<file path="config.mk">
export PLATFORM = sky130hd
export DESIGN_NAME = ofdm_cp_remove
export DESIGN_NICKNAME = d
export VERILOG_FILES = /design/src/rtl/ofdm_pkg.sv /design/src/rtl/axi_fifo_flop.sv /design/src/rtl/ofdm_cp_remove.sv
export SDC_FILE = /design/constraint.sdc
export NUM_CORES = 1
export LEC_CHECK = 0
export CAP_MARGIN = 20
export CORE_ASPECT_RATIO = 1.4
export CORE_MARGIN = 1.5
export CORE_UTILIZATION = 51
export DETAILED_ROUTE_END_ITERATION = 16
export PLACE_DENSITY = 0.88
export SLEW_MARGIN = 20
export SYNTH_ARGS = -nofsm -noshare
export SYNTH_HDL_FRONTEND = slang
export SYNTH_SLANG_ARGS = --single-unit
</file>
<file path="constraint.sdc">
create_clock -name clk -period 5.3 [get_ports clk]
set_input_delay 0.53 -clock clk [delete_from_list [all_inputs] [get_ports clk]]
set_output_delay 0.53 -clock clk [all_outputs]
set_load 0.02 [all_outputs]
</file>
<file path="src/rtl/ofdm_pkg.sv">
// ofdm_pkg: shared state encoding and default frame geometry
// for the OFDM cyclic-prefix removal block.
package ofdm_pkg;

  localparam int DEF_SYMBOL_LEN      = 64;
  localparam int DEF_CP_LEN          = 16;
  localparam int DEF_PREAMBLE_LEN    = 160;
  localparam int DEF_MAX_NUM_SYMBOLS = 10;

  typedef enum logic [2:0] {
    IDLE,
    GUARD,
    LTF,
    CP,
    DATA
  } state_e;

endpackage

</file>
<file path="src/rtl/axi_fifo_flop.sv">
// axi_fifo_flop: single-entry registered AXI-stream stage
// with full-throughput valid/ready handoff.
module axi_fifo_flop #(
  parameter int WIDTH = 35
) (
  input  logic             clk,
  input  logic             reset,
  input  logic [WIDTH-1:0] i_tdata,
  input  logic             i_tvalid,
  output logic             i_tready,
  output logic [WIDTH-1:0] o_tdata,
  output logic             o_tvalid,
  input  logic             o_tready
);

  assign i_tready = ~o_tvalid | o_tready;

  always_ff @(posedge clk) begin
    if (reset) begin
      o_tvalid <= 1'b0;
      o_tdata  <= '0;
    end else if (i_tvalid && i_tready) begin
      o_tvalid <= 1'b1;
      o_tdata  <= i_tdata;
    end else if (o_tready) begin
      o_tvalid <= 1'b0;
    end
  end

endmodule

</file>
<file path="src/rtl/ofdm_cp_remove.sv">
// ofdm_cp_remove: drops preamble guard and cyclic prefixes, forwards LTF + data.
// Define OFDM_CP_REMOVE_BACKOFF_EN to start each FFT window CP_BACKOFF early.
module ofdm_cp_remove
  import ofdm_pkg::*;
#(
  parameter int SYMBOL_LEN        = DEF_SYMBOL_LEN,
  parameter int CYCLIC_PREFIX_LEN = DEF_CP_LEN,
  parameter int PREAMBLE_LEN      = DEF_PREAMBLE_LEN,
  parameter int MAX_NUM_SYMBOLS   = DEF_MAX_NUM_SYMBOLS,
  parameter int CP_BACKOFF        = 4,
  localparam int NW = $clog2(MAX_NUM_SYMBOLS + 1)
) (
  input  logic          clk,
  input  logic          reset,
  input  logic [NW-1:0] num_symbols,
  input  logic          num_symbols_valid,
  input  logic [31:0]   i_tdata,
  input  logic          i_tlast,
  input  logic          i_tvalid,
  output logic          i_tready,
  input  logic          i_sof,
  output logic [31:0]   o_tdata,
  output logic          o_tlast,
  output logic          o_tvalid,
  input  logic          o_tready,
  output logic          o_sof,
  output logic          o_eof
);

  localparam int CW        = $clog2(PREAMBLE_LEN);
  localparam int GUARD_LEN = PREAMBLE_LEN - 2 * SYMBOL_LEN;

  localparam logic [CW-1:0] GUARD_END = CW'(GUARD_LEN - 1);
  localparam logic [CW-1:0] SYM_END   = CW'(SYMBOL_LEN - 1);
  localparam logic [CW-1:0] LTF_END   = CW'(2 * SYMBOL_LEN - 1);
  localparam logic [CW-1:0] CP_END    = CW'(CYCLIC_PREFIX_LEN - 1);

  // First CP after the LTF is shortened; later CPs absorb the data tail.
`ifdef OFDM_CP_REMOVE_BACKOFF_EN
  localparam logic [CW-1:0] CP_START = CW'(CP_BACKOFF);
  if (CP_BACKOFF >= CYCLIC_PREFIX_LEN) begin : g_bad_backoff
    $error("CP_BACKOFF must be smaller than CYCLIC_PREFIX_LEN");
  end
`else
  localparam logic [CW-1:0] CP_START = '0;
  localparam int unused_backoff = CP_BACKOFF;
`endif

  state_e        state, state_n;
  logic [CW-1:0] cnt, cnt_n;
  logic [NW-1:0] rem, rem_n;
  logic [NW-1:0] num_reg;

  logic fwd_st;
  logic acc;
  logic f_ready;
  logic fwd;
  logic f_last;
  logic f_sof;
  logic f_eof;
  logic unused_tlast;

  assign unused_tlast = i_tlast;

  assign fwd_st   = (state == LTF) || (state == DATA);
  assign i_tready = ~reset & (fwd_st ? f_ready : 1'b1);
  assign acc      = i_tvalid & i_tready;

  always_ff @(posedge clk) begin
    if (reset) begin
      state   <= IDLE;
      cnt     <= '0;
      rem     <= '0;
      num_reg <= '0;
    end else begin
      state <= state_n;
      cnt   <= cnt_n;
      rem   <= rem_n;
      if (num_symbols_valid) begin
        num_reg <= (num_symbols > NW'(MAX_NUM_SYMBOLS))
                 ? NW'(MAX_NUM_SYMBOLS) : num_symbols;
      end
    end
  end

  always_comb begin
    state_n = state;
    cnt_n   = cnt;
    rem_n   = rem;
    fwd     = 1'b0;
    f_last  = 1'b0;
    f_sof   = 1'b0;
    f_eof   = 1'b0;
    if (acc && i_sof) begin
      rem_n = num_reg;
      if (GUARD_LEN == 1) begin
        state_n = LTF;
        cnt_n   = '0;
      end else begin
        state_n = GUARD;
        cnt_n   = CW'(1);
      end
    end else if (acc) begin
      unique case (state)
        IDLE: begin
          cnt_n = '0;
        end
        GUARD: begin
          if (cnt == GUARD_END) begin
            state_n = LTF;
            cnt_n   = '0;
          end else begin
            cnt_n = cnt + CW'(1);
          end
        end
        LTF: begin
          fwd    = 1'b1;
          f_sof  = (cnt == '0);
          f_last = (cnt == SYM_END) || (cnt == LTF_END);
          if (cnt == LTF_END) begin
            f_eof   = (rem == '0);
            state_n = (rem == '0) ? IDLE : CP;
            cnt_n   = (rem == '0) ? '0 : CP_START;
          end else begin
            cnt_n = cnt + CW'(1);
          end
        end
        CP: begin
          if (cnt == CP_END) begin
            state_n = DATA;
            cnt_n   = '0;
          end else begin
            cnt_n = cnt + CW'(1);
          end
        end
        DATA: begin
          fwd = 1'b1;
          if (cnt == SYM_END) begin
            f_last  = 1'b1;
            f_eof   = (rem == NW'(1));
            rem_n   = rem - NW'(1);
            state_n = (rem == NW'(1)) ? IDLE : CP;
            cnt_n   = '0;
          end else begin
            cnt_n = cnt + CW'(1);
          end
        end
        default: begin
          state_n = IDLE;
          cnt_n   = '0;
        end
      endcase
    end
  end

  logic [34:0] f_out;

  axi_fifo_flop #(
    .WIDTH(35)
  ) u_out (
    .clk     (clk),
    .reset   (reset),
    .i_tdata ({f_eof, f_sof, f_last, i_tdata}),
    .i_tvalid(fwd),
    .i_tready(f_ready),
    .o_tdata (f_out),
    .o_tvalid(o_tvalid),
    .o_tready(o_tready)
  );

  assign o_eof   = f_out[34];
  assign o_sof   = f_out[33];
  assign o_tlast = f_out[32];
  assign o_tdata = f_out[31:0];

endmodule

</file>
; Word level (Yosys, flattened, before mapping)
; Cells that the tools add are included.
[totals]
register_bits = 55
in_bits = 43
output_inout_bits = 37
elab_cells = 90
[classes]
n_addsub = 2
n_lt_le_gt_ge = 1
n_eq_ne = 18
muxes = 39
n_bitwise = 6
reduce_logical = 16
[op_table]
columns = operator, n
row1 = $mux 8, 4
row2 = $pmux 8 s4, 1
row3 = $mux 1, 20
row4 = $mux 4, 5
row5 = $pmux 3 s5, 1
row6 = $mux 3, 4
row7 = $reduce_and 6->1, 2
row8 = $add 8x1->8 const B, 1
row9 = $eq 8x4->1 const B, 1
row10 = $eq 8x5->1 const B, 1
row11 = $eq 8x6->1 const B, 1
row12 = $eq 8x7->1 const B, 1
row13 = $logic_not 8->1, 1
row14 = $reduce_bool 2->1, 4
row15 = $eq 3x2->1 const B, 2
row16 = $ne 2x2->1 const B, 3
row17 = $ne 3x1->1 const B, 2
row18 = $ne 3x3->1 const B, 2
row19 = $eq 4x1->1 const B, 1
row20 = $gt 4x4->1 const B, 1
row21 = $logic_not 4->1, 1
row22 = $mux 2, 2
row23 = $ne 2x1->1 const B, 2
row24 = $pmux 1 s2, 2
row25 = other kinds (11), 17

; Depth between registers and ports, before layout
; Gate-level depths: netlist of run 1.
[depth]
word_depth = 9
ltp_mapped = 7
mapped_depth_nobuf = 6

; Cells and area by module
; Synthesis of run 1 repeated with hierarchy kept, for this count alone.
[unflattened]
cells_unflattened = 326
area_unflattened_um2 = 2994.1
[modules_own_cells]
columns = module, n_inst, cells_each, area_per_inst_um2, seq_area_each_um2
row1 = axi_fifo_flop, 1, 164, 1692.9, 720.7
row2 = ofdm_cp_remove, 1, 162, 1301.2, 380.4

; Worst setup path after synthesis of run 1
; OpenSTA, ideal clock, no wires.
[synth_path]
path_kind = input port to flip-flop
start = in o_tready
end = reg rem[2]
setup_time_ns = 0.117
arrival_time_ns = 1.811
t_required_ns = 5.183
slack_ns = 3.372
path_stages = 4
n_path_buf = 0
path_cell_list = or3b_1 o211ai_1 mux2_2 a32o_1
[synth_via]
elab_chain_cells = 7
word_cells_on_any_way = 10
cone_classes = 2 x mux / 3 x bitwise / 5 x reduce/logical
[synth_rtl]
columns = element, line
row1 = start: declaration, ofdm_cp_remove.sv:25  ; input logic o_tready,
row2 = $or 1x1->1 *, axi_fifo_flop.sv:16  ; assign i_tready = ~o_tvalid | o_tready;
row3 = $mux 1 *, ofdm_cp_remove.sv:66  ; assign i_tready = ~reset & (fwd_st ? f_ready : 1'b1);
row4 = $and 1x1->1 *, ofdm_cp_remove.sv:66
row5 = $and 1x1->1 *, ofdm_cp_remove.sv:67  ; assign acc = i_tvalid & i_tready;
row6 = $logic_and 1x1->1, ofdm_cp_remove.sv:94  ; if (acc && i_sof) begin
row7 = $reduce_bool 2->1 (no line), n/a
row8 = $reduce_and 3->1 (no line), n/a
row9 = end signal: assignment, ofdm_cp_remove.sv:78  ; rem <= rem_n;
row10 = end: declaration, ofdm_cp_remove.sv:51  ; logic [NW-1:0] rem, rem_n;
; Mark *: on every way between the ends. The rest lies on a longest branch, timed or not.
; A chain may end at the register's enable or synchronous reset.

; Worst setup path after layout of run 1
[layout_path]
start = in o_tready
end = out i_tready
[layout_via]
elab_chain_cells = 3
[layout_rtl]
columns = element, line
row1 = $or 1x1->1, axi_fifo_flop.sv:16
row2 = $mux 1, ofdm_cp_remove.sv:66
row3 = $and 1x1->1, ofdm_cp_remove.sv:66
row4 = end: declaration, ofdm_cp_remove.sv:20  ; output logic i_tready,
; No other way between the ends.

==> reports/qor.txt, run 1 <==
Outcome = finished clean
RePlAce Congestion = 0.917
Slew Limit Fails = 0
H-tree depth reported by CTS = 2
Register with the most flip-flops = u_out.o_tdata
Cell accounting for the most synthesized area = dfxtp_1
Pleak = 1.17 nW
Clock transition at the registers of the reported paths = 90 ps
Antenna diodes = 0
Final min period = 2860 ps
Final hold slack = 477 ps
HP Class = flop to flop
Most used DFF post-synth = dfxtp_1
Share of the synthesized area in the top cell type = 0.391
Flop pwr share = 0.561
Initial antenna violation count = 0
Power density over the cells = 205 nW/µm²
Final hold vios = 0
Yosys reg bits = 55
Max cap viols = 0
DIE AREA = 5990 µm²
Post-route antenna net violation count = 0
Hold buffer count at CTS = 0
GRT overflow = 0
Mapped Nets = 395
CTS sink count = 55
Largest net degree at the start of global routing = 55
Worst-case clock buffer depth = 2
Max FFs per register = 35
Area Growth Syn to Fin = 30.7%
Die width = 65.8 µm
Fmax achieved = 0.350 GHz
Yosys Warn Count = 0
Root buf cell = clkbuf_8
DR pass1 iterations = 4
Vias per inst = 6.11
DP Wirelength = 5150 µm
WL final = 7700 µm
Buffers on Ports = 78
Die Ht = 91.0 µm
Gr usage total = 0.265
Switching share of total power = 0.249
Commonest cells after routing, fill and taps aside = clkdlybuf4s50_1 (77), dfxtp_1 (55), a21oi_1 (47)
Slew @ Worst Pin = 1000 ps
Design Area, Final = 3680 µm²
Clock Power Share = 0.330
EDFF count, synth = 0
Most common cell after layout, fill and taps aside = clkdlybuf4s50_1
Largest regs = u_out.o_tdata: 35 flops, cnt: 8 flops
Number of CTS-inserted buffers = 5
Share of cells above drive strength 1 = 0.0543
Period Utilization, post-route = 0.539
Synth Instances = 347
Setup CP Type = primary input to output port
# setup viols final = 0
Vias = 2,879
Combinational power share = 0.109
Psw = 0.188 mW
DRC violations left = 0
Worst EP required = 4770 ps
Ys async rst share = 0
Worst skew pair latency = 310 ps
Final TNS setup = 0 ps
RSZ-0062 raised after global routing = no
Synth top area cells = dfxtp_1 (39%), a21oi_1 (8.3%), o21ai_0 (7.3%)
Core Region = 5240 µm²
Critical path startpoint category = primary input
Io pins = 80
Critical path arrival = 2330 ps
Mapped Avg Cell Area = 8.12 µm²
Number of setup buffers added after CTS = 0
Rel. slew slack = 0.332
CP Max Fanout = 5
Vias in the first global route = 2,679
1st-iter DRT viols = 218
Mapped Area = 2820 µm²
WL per Instance = 16.3 µm
Synth unique cells = 56
Post-synthesis sequential area ratio = 0.391
Post-Layout Cell Count = 471
Resize count post-CTS = 0
Worst setup EP type = output port
# rows = 31
Pint = 0.566 mW
First-pass GRT wire length = 12,800 µm
CTS tree = done
Area after DPL = 3590 µm²
Placed cells = 463
Fin Clk Skew = 7.15 ps
Peak supply drop = 0.191 mV
Effective utilization at floorplan = 0.538
Nets = 452
[power groups by stage]
stage | combinational (mW) | clock [mW] | sequential, mW
floorplan | 0.0402 | 0 | 0.430
global placement | 0.0797 | 0 | 0.432
detailed placement | 0.0809 | 0 | 0.432
CTS | 0.0817 | 0.252 | 0.423
global route | 0.0890 | 0.273 | 0.424
finish | 0.0822 | 0.249 | 0.423
[cell families after synthesis]
family | after synthesis | share of synthesized area
adder cells (fa/ha/maj) | 5 | 0.0222
multiplexers | 4 | 0.0151
buffers and inverters | 41 | 0.0599
AND/OR/NAND/NOR | 104 | 0.206
AO/OA/AOI/OAI | 133 | 0.287
flip-flops | 55 | 0.391
XOR/XNOR | 5 | 0.0182
[stage by stage]
step / power (mW) / util / setup slack (ps)
floorplan: 0.470 / - / 3370
global placement: 0.512 / 0.685 / 2450
detailed placement: 0.513 / 0.685 / 2440
CTS: 0.757 / 0.703 / 2450
global route: 0.786 / 0.703 / 2310
finish: 0.754 / 0.703 / 2440
[cell usage after synthesis, drive strengths merged (5+ instances only)]
cell type and instances:
a211oi 5, o31ai 5, ha 5, nand2 13, nand2b 6, a31oi 9, clkbuf 22, o21ai 42
nand3 36, nor2 13, buf 9, a21oi 47, dfxtp 55, inv 10, nor4 5
[path summary, 6_finish.rpt]
check,start,to,slack (ps),cells after the start
hold / removal,u_out.o_tdata[0]$_SDFFE_PP0P_,u_out.o_tdata[0]$_SDFFE_PP0P_,480,2
setup reg to reg,state[1]$_SDFFE_PP0P_,rem[2]$_SDFFE_PP0P_,2610,5
setup / recovery,o_tready,i_tready,2440,4
hold reg to reg,u_out.o_tdata[0]$_SDFFE_PP0P_,u_out.o_tdata[0]$_SDFFE_PP0P_,480,2
[critical path, stage by stage]
cell             delay (ps)
clkdlybuf4s50_1         430
nor3b_1                 630
a21oi_1                 150
clkdlybuf4s50_1         580
[layout make-up]
cell class,count,area [µm²]
Clock inverter,2,13.8
Multi-Input combinational cell,251,1570
Timing Repair Buffer,81,798
Tap cell,66,82.6
Fill cell,420,1550
Sequential cell,55,1100
Inverter,10,37.5
Clock buffer,6,82.6
[per-layer routing]
layer,wire length [µm],GRT usage
met5,0,0
met2,3930,0.415
met1,3120,0.345
met3,456,0.0595
met4,196,0.111
(Power assumes the default switching activity.)
==> run 2, diff against run 1 <==
--- a/config.mk
+++ b/config.mk
@@ -8,9 +8,9 @@
 export CAP_MARGIN = 20
 export CORE_ASPECT_RATIO = 1.4
 export CORE_MARGIN = 1.5
-export CORE_UTILIZATION = 51
+export CORE_UTILIZATION = 48
 export DETAILED_ROUTE_END_ITERATION = 16
-export PLACE_DENSITY = 0.88
+export PLACE_DENSITY = 0.83
 export SLEW_MARGIN = 20
 export SYNTH_ARGS = -nofsm -noshare
 export SYNTH_HDL_FRONTEND = slang
==> constraint.sdc (replaced) <==
create_clock -name clk -period 2.7 [get_ports clk]
set_input_delay 0.27 -clock clk [delete_from_list [all_inputs] [get_ports clk]]
set_output_delay 0.27 -clock clk [all_outputs]
set_load 0.02 [all_outputs]
==> run 2 against run 1 <==
Net effect: sequential power increased by 96%; utilization decreased by 3.5 points; clock power increased by 130%; combinational power increased by 110%; power increased by 110%; flip-flop and latch count unchanged; worst hold slack got worse by 170 ps; first-iteration DRC count increased by 32%; register-to-register slack got worse by 2200 ps; final cell count increased by 1.7%.
==> reports/qor.txt, run 2 (synthesis gave the netlist of run 1 again) <==
Outcome = finished clean
Antenna diodes = 0 (unchanged)
CTS tree = done
Placed cells = 471 (+1.7%)
Core Region = 5610 µm² (+7.0%)
WL per Instance = 17.2 µm (+5.5%)
Vias in the first global route = 2,781 (+3.8%)
Max cap viols = 0 (unchanged)
Design Area, Final = 3740 µm² (+1.7%)
Nets = 458 (+1.3%)
DRC violations left = 0 (unchanged)
# rows = 32 (+3.2%)
Root buf cell = clkbuf_8
Fillers = 479 (+14%)
WL final = 8260 µm (+7.3%)
Die width = 67.8 µm (+2.9%)
CTS sink count = 55 (unchanged)
DIE AREA = 6350 µm² (+6.0%)
Buffers on Ports = 78 (unchanged)
Fin Clk Skew = 7.62 ps (+0.465 ps)
Fmax achieved = 0.410 GHz
Io pins = 80 (unchanged)
Area after DPL = 3630 µm² (+1.3%)
Rel. slew slack = 0.475 (+0.143)
Fin worst setup slack = 261 ps (-2180 ps)
Worst EP required = 2430 ps (-2340 ps)
Critical path arrival = 2170 ps (-160 ps)
Worst-case clock buffer depth = 2 (unchanged)
Clock transition at the registers of the reported paths = 110 ps (+20 ps)
Vias = 2,992 (+3.9%)
Period Utilization, post-route = 0.903
Resize count post-CTS = 0 (unchanged)
Pleak = 1.20 nW (+2.8%)
Final hold vios = 0 (unchanged)
Initial antenna violation count = 0 (unchanged)
Worst setup EP type = output port
RePlAce Congestion = 0.922 (+0.61%)
Number of setup buffers added after CTS = 0 (unchanged)
Die Ht = 93.7 µm (+3.0%)
RSZ-0062 raised after global routing = no
Final hold slack = 304 ps (-173 ps)
Largest regs = u_out.o_tdata: 35 flops, cnt: 8 flops
Most common cell after layout, fill and taps aside = clkdlybuf4s50_1
Max FFs per register = 35 (unchanged)
Final TNS setup = 0 ps (unchanged)
Final min period = 2440 ps
Slew Limit Fails = 0 (unchanged)
Hold buffer count at CTS = 0 (unchanged)
Critical path startpoint category = flop
Post-Layout Cell Count = 479 (+1.7%)
First-pass GRT wire length = 13,100 µm (+3.1%)
Post-route antenna net violation count = 0 (unchanged)
Power density over the cells = 417 nW/µm² (+100%)
Number of CTS-inserted buffers = 5 (unchanged)
Pre-CTS WS = 408 ps (-2030 ps)
DP Wirelength = 5780 µm (+12%)
Effective utilization at floorplan = 0.503 (-0.0354)
CP Max Fanout = 13 (+8)
Slew @ Worst Pin = 784 ps (-218 ps)
Vias per inst = 6.25 (+2.2%)
Total Power = 1.56 mW (+110%)
1st-iter DRT viols = 288 (+32%)
Area Growth Syn to Fin = 32.9%
Share of cells above drive strength 1 = 0.0657 (+0.0114)
Largest net degree at the start of global routing = 45 (-18%)
Register with the most flip-flops = u_out.o_tdata
DR pass1 iterations = 5 (+1)
# setup viols final = 0 (unchanged)
Final Util = 0.668 (-0.0351)
Commonest cells after routing, fill and taps aside = clkdlybuf4s50_1 (77), dfxtp_1 (55), a21oi_1 (47)
HP Class = primary input to flop
Worst skew pair latency = 310 ps (about the same)
Peak supply drop = 0.378 mV (+97%)
Gr usage total = 0.267 (+0.00270)
Setup CP Type = flop to output port
GRT overflow = 0 (unchanged)
H-tree depth reported by CTS = 2 (unchanged)
-- run 2: cell types whose count changed in the layout (fill, tap and decap cells not counted) --
cell / change
clkbuf_8: -1
buf_4: +6
bufinv_16: +1
clkbuf_1: +1
clkinv_2: -1
-- run 2: worst max-delay path: stages, from the launching register on --
cell and delay [ps]:
dfxtp_1 680, xor2_1 480, a21oi_1 120, clkdlybuf4s50_1 570
-- run 2: final cells by class --
cell class | instances | area, µm² | share of cell area
flip-flops and latches | 55 | 1100 | 0.294
repair buffers | 87 | 843 | 0.225
inverters | 10 | 37.5 | 0.0100
clock inverters | 2 | 38.8 | 0.0104
multi-input cells | 251 | 1570 | 0.418
clock buffers | 6 | 72.6 | 0.0194
well taps | 68 | 85.1 | 0.0227
-- run 2: routing by layer --
layer | up-vias | wire length [µm] | track usage | part of all wire
li1 | 1422 | - | - | -
met1 | 1449 | 3230 | 0.310 | 0.39
met5 | - | 0 | 0 | 0
met3 | 20 | 366 | 0.0444 | 0.044
met2 | 101 | 4410 | 0.477 | 0.53
met4 | 0 | 242 | 0.0969 | 0.029
-- run 2: final timing paths --
kind | end | slack, ps | depth (start not counted) | from
max | i_tready | 260 | 3 | state[1]$_SDFFE_PP0P_
min | u_out.o_tvalid$_SDFFE_PP0P_ | 300 | 2 | reset
max reg2reg | state[1]$_SDFFE_PP0P_ | 440 | 5 | cnt[0]$_SDFFE_PP0P_
min reg2reg | num_reg[0]$_SDFFE_PP0P_ | 480 | 2 | num_reg[0]$_SDFFE_PP0P_
-- run 2: report_power, final --
group	total (mW)	switching (mW)	internal, mW	leakage, nW
Combinational	0.170	0.0850	0.0854	0.701
Clock	0.562	0.281	0.281	0.0558
Sequential	0.829	0.00905	0.820	0.444
==> run 3, diff against run 2 <==
--- a/config.mk
+++ b/config.mk
@@ -8,9 +8,10 @@
 export CAP_MARGIN = 20
 export CORE_ASPECT_RATIO = 1.4
 export CORE_MARGIN = 1.5
-export CORE_UTILIZATION = 48
+export CORE_UTILIZATION = 43
 export DETAILED_ROUTE_END_ITERATION = 16
-export PLACE_DENSITY = 0.83
+export PLACE_DENSITY = 0.79
+export RECOVER_POWER = 100
 export SLEW_MARGIN = 20
 export SYNTH_ARGS = -nofsm -noshare
 export SYNTH_HDL_FRONTEND = slang
==> constraint.sdc (replaced) <==
create_clock -name clk -period 2.2 [get_ports clk]
set_input_delay 0.22 -clock clk [delete_from_list [all_inputs] [get_ports clk]]
set_output_delay 0.22 -clock clk [all_outputs]
set_load 0.02 [all_outputs]
==> run 3 against run 2 <==
Net effect: clock skew decreased by 1.5 ps; global-route usage down 3.8 points; first-iteration DRC count is 9.0% lower; largest cell class unchanged; highest routed layer unchanged; setup slack worse by 100 ps; via count is 1.2% lower; die area increased by 11%.
==> reports/qor.txt, run 3 (synthesis gave the netlist of run 1 again) <==
Outcome = finished clean
Most common cell after layout, fill and taps aside = dfxtp_1
Root buf cell = clkbuf_8
R2r endpoint = u_out.o_tdata[21]$_SDFFE_PP0P_
Final hold vios = 0 (unchanged)
Vias = 2,955 (-1.2%)
CTS tree = done
Initial antenna violation count = 0 (unchanged)
Crit path largest cell delay = 470 ps (-210 ps)
Gr usage total = 0.229 (-0.0379)
Largest regs = u_out.o_tdata: 35 flops, cnt: 8 flops
Register with the most flip-flops = u_out.o_tdata
Max FFs per register = 35 (unchanged)
Pleak = 1.40 nW (+16%)
Fin worst setup slack = 161 ps (-99.6 ps)
Worst skew pair latency = 310 ps (about the same)
DIE AREA = 7050 µm² (+11%)
DP Wirelength = 5590 µm (-3.3%)
CTS sink count = 55 (unchanged)
CP Max Fanout = 19 (+6)
Worst EP required = 2440 ps (about the same)
Pre-CTS WS = 14.2 ps (-394 ps)
DRC violations left = 0 (unchanged)
Hold buffer count at CTS = 0 (unchanged)
1st-iter DRT viols = 262 (-9.0%)
Clock transition at the registers of the reported paths = 100 ps (about the same)
R2R depth = 5 (unchanged)
Worst r2r src = state[0]$_SDFFE_PP0P_
Share of cells above drive strength 1 = 0.0965 (+0.0308)
Core Region = 6250 µm² (+12%)
Critical path startpoint category = flop
Io pins = 80 (unchanged)
Placed cells = 489 (+3.8%)
Rel. slew slack = 0.633 (+0.158)
Final TNS setup = 0 ps (unchanged)
Nets = 472 (+3.1%)
Crit path cell chain = or3b_1 > o211ai_4 > clkbuf_2 > o21ai_0 > a21oi_1
First-pass GRT wire length = 13,200 µm (+0.74%)
Max stage delay cell, worst path = or3b_1
Hold path endpoint = u_out.o_tdata[34]$_SDFFE_PP0P_
Worst-case clock buffer depth = 2 (unchanged)
Vias per inst = 5.95 (-4.8%)
HP Class = primary input to flop
Die Ht = 98.8 µm (+5.5%)
Switching share of total power = 0.242 (+0.00127)
Combinational power share = 0.113 (+0.004)
Hold path depth = 3 (+1)
Fin Clk Skew = 6.13 ps (-1.48 ps)
Psw = 0.466 mW (+24%)
WL per Instance = 16.0 µm (-7.3%)
Slew Limit Fails = 0 (unchanged)
Slew @ Worst Pin = 537 ps (-247 ps)
# setup viols final = 0 (unchanged)
RSZ-0062 raised after global routing = no
Post-Layout Cell Count = 497 (+3.8%)
Setup CP Type = flop to flop
Period Utilization, post-route = 0.927
CP delay by family, top = compound AO/OA/AOI/OAI gates
Largest net degree at the start of global routing = 42 (-6.7%)
Peak supply drop = 0.407 mV (+7.7%)
Critical path arrival = 2280 ps (+110 ps)
H-tree depth reported by CTS = 2 (unchanged)
Total Power = 1.93 mW (+24%)
Buffers on Ports = 78 (unchanged)
Fmax achieved = 0.491 GHz
Post-route antenna net violation count = 0 (unchanged)
Flop pwr share = 0.527 (-0.004)
GRT overflow = 0 (unchanged)
Max cap viols = 0 (unchanged)
WP buf/inv = 1 (unchanged)
WL final = 7940 µm (-3.8%)
Effective utilization at floorplan = 0.451 (-0.0521)
R2R setup slack = 160 ps (-280 ps)
Resize count post-CTS = 0 (unchanged)
DR pass1 iterations = 4 (-1)
RePlAce Congestion = 0.950 (+2.9%)
Pint = 1.46 mW (+23%)
Die width = 71.4 µm (+5.4%)
Antenna diodes = 0 (unchanged)
Power density over the cells = 500 nW/µm² (+20%)
Number of setup buffers added after CTS = 0 (unchanged)
Final min period = 2040 ps
Number of CTS-inserted buffers = 5 (unchanged)
Area Growth Syn to Fin = 37.0%
# rows = 34 (+6.3%)
Clock Power Share = 0.360 (about the same)
Hold wc startpoint = reset
Commonest cells after routing, fill and taps aside = dfxtp_1 (55), a21oi_1 (47), o21ai_0 (41)
Vias in the first global route = 2,747 (-1.2%)
Worst setup EP type = flop
==> run 3: cell types whose count changed in the layout (fill, tap and decap cells not counted), moves of 4 or more <==
cell	before	now
clkdlybuf4s50_1	77	40
dlygate4sd3_1	0	37
buf_4	9	17
clkbuf_2	0	4
==> run 3: layout make-up <==
| cell class | count | area, µm² |
|---|---|---|
| clock buffer | 6 | 72.6 |
| clock inverter | 2 | 38.8 |
| fill | 543 | 2390 |
| inverter | 10 | 37.5 |
| multi-input combinational | 251 | 1570 |
| sequential | 55 | 1100 |
| tap | 72 | 90.1 |
| timing repair buffer | 101 | 947 |
==> run 3: worst max-delay path by stage <==
stage | to | cells past startpoint | startpoint | slack, ps
after floorplan | rem[2]$_SDFFE_PP0P_ | 4 | u_out.o_tvalid$_SDFFE_PP0P_ | 340
after global placement | state[2]$_SDFFE_PP0P_ | 6 | o_tready | 100
after detailed placement | state[2]$_SDFFE_PP0P_ | 6 | o_tready | 10
after CTS | i_tready | 3 | state[1]$_SDFFE_PP0P_ | 10
after global routing | u_out.o_tdata[24]$_SDFFE_PP0P_ | 5 | state[0]$_SDFFE_PP0P_ | 20
final | u_out.o_tdata[21]$_SDFFE_PP0P_ | 5 | state[0]$_SDFFE_PP0P_ | 160
==> run 3: power by group through the flow <==
stage / Sequential (mW) / Combinational [mW] / Clock (mW)
after floorplan: 1.04 / 0.0969 / 0
after global placement: 1.04 / 0.214 / 0
after detailed placement: 1.04 / 0.219 / 0
after CTS: 1.02 / 0.220 / 0.700
after global routing: 1.02 / 0.238 / 0.745
final: 1.02 / 0.218 / 0.695
==> run 3: metrics by stage <==
step                      hold WS, ps  area, µm²  utilization
final                             308       3860        0.617
after global routing              315       3860        0.617
after CTS                         306       3870        0.618
after detailed placement          466       3760        0.601
after global placement            456       3760        0.601
after floorplan                   316       2820            -
==> run 3: worst reg2reg max path, delay by kind of cell (launching register included) <==
| family | cells | cell delay [ps] |
|---|---|---|
| AOI/OAI and AO/OA | 3 | 730 |
| buffers and inverters | 1 | 380 |
| DFF | 1 | 390 |
| and+or+nand+nor | 1 | 470 |
==> run 3: layer usage <==
metal,routed length (µm),global-route usage
met5,0,0
met4,166,0.0972
met3,293,0.0317
met2,4220,0.385
met1,3260,0.292
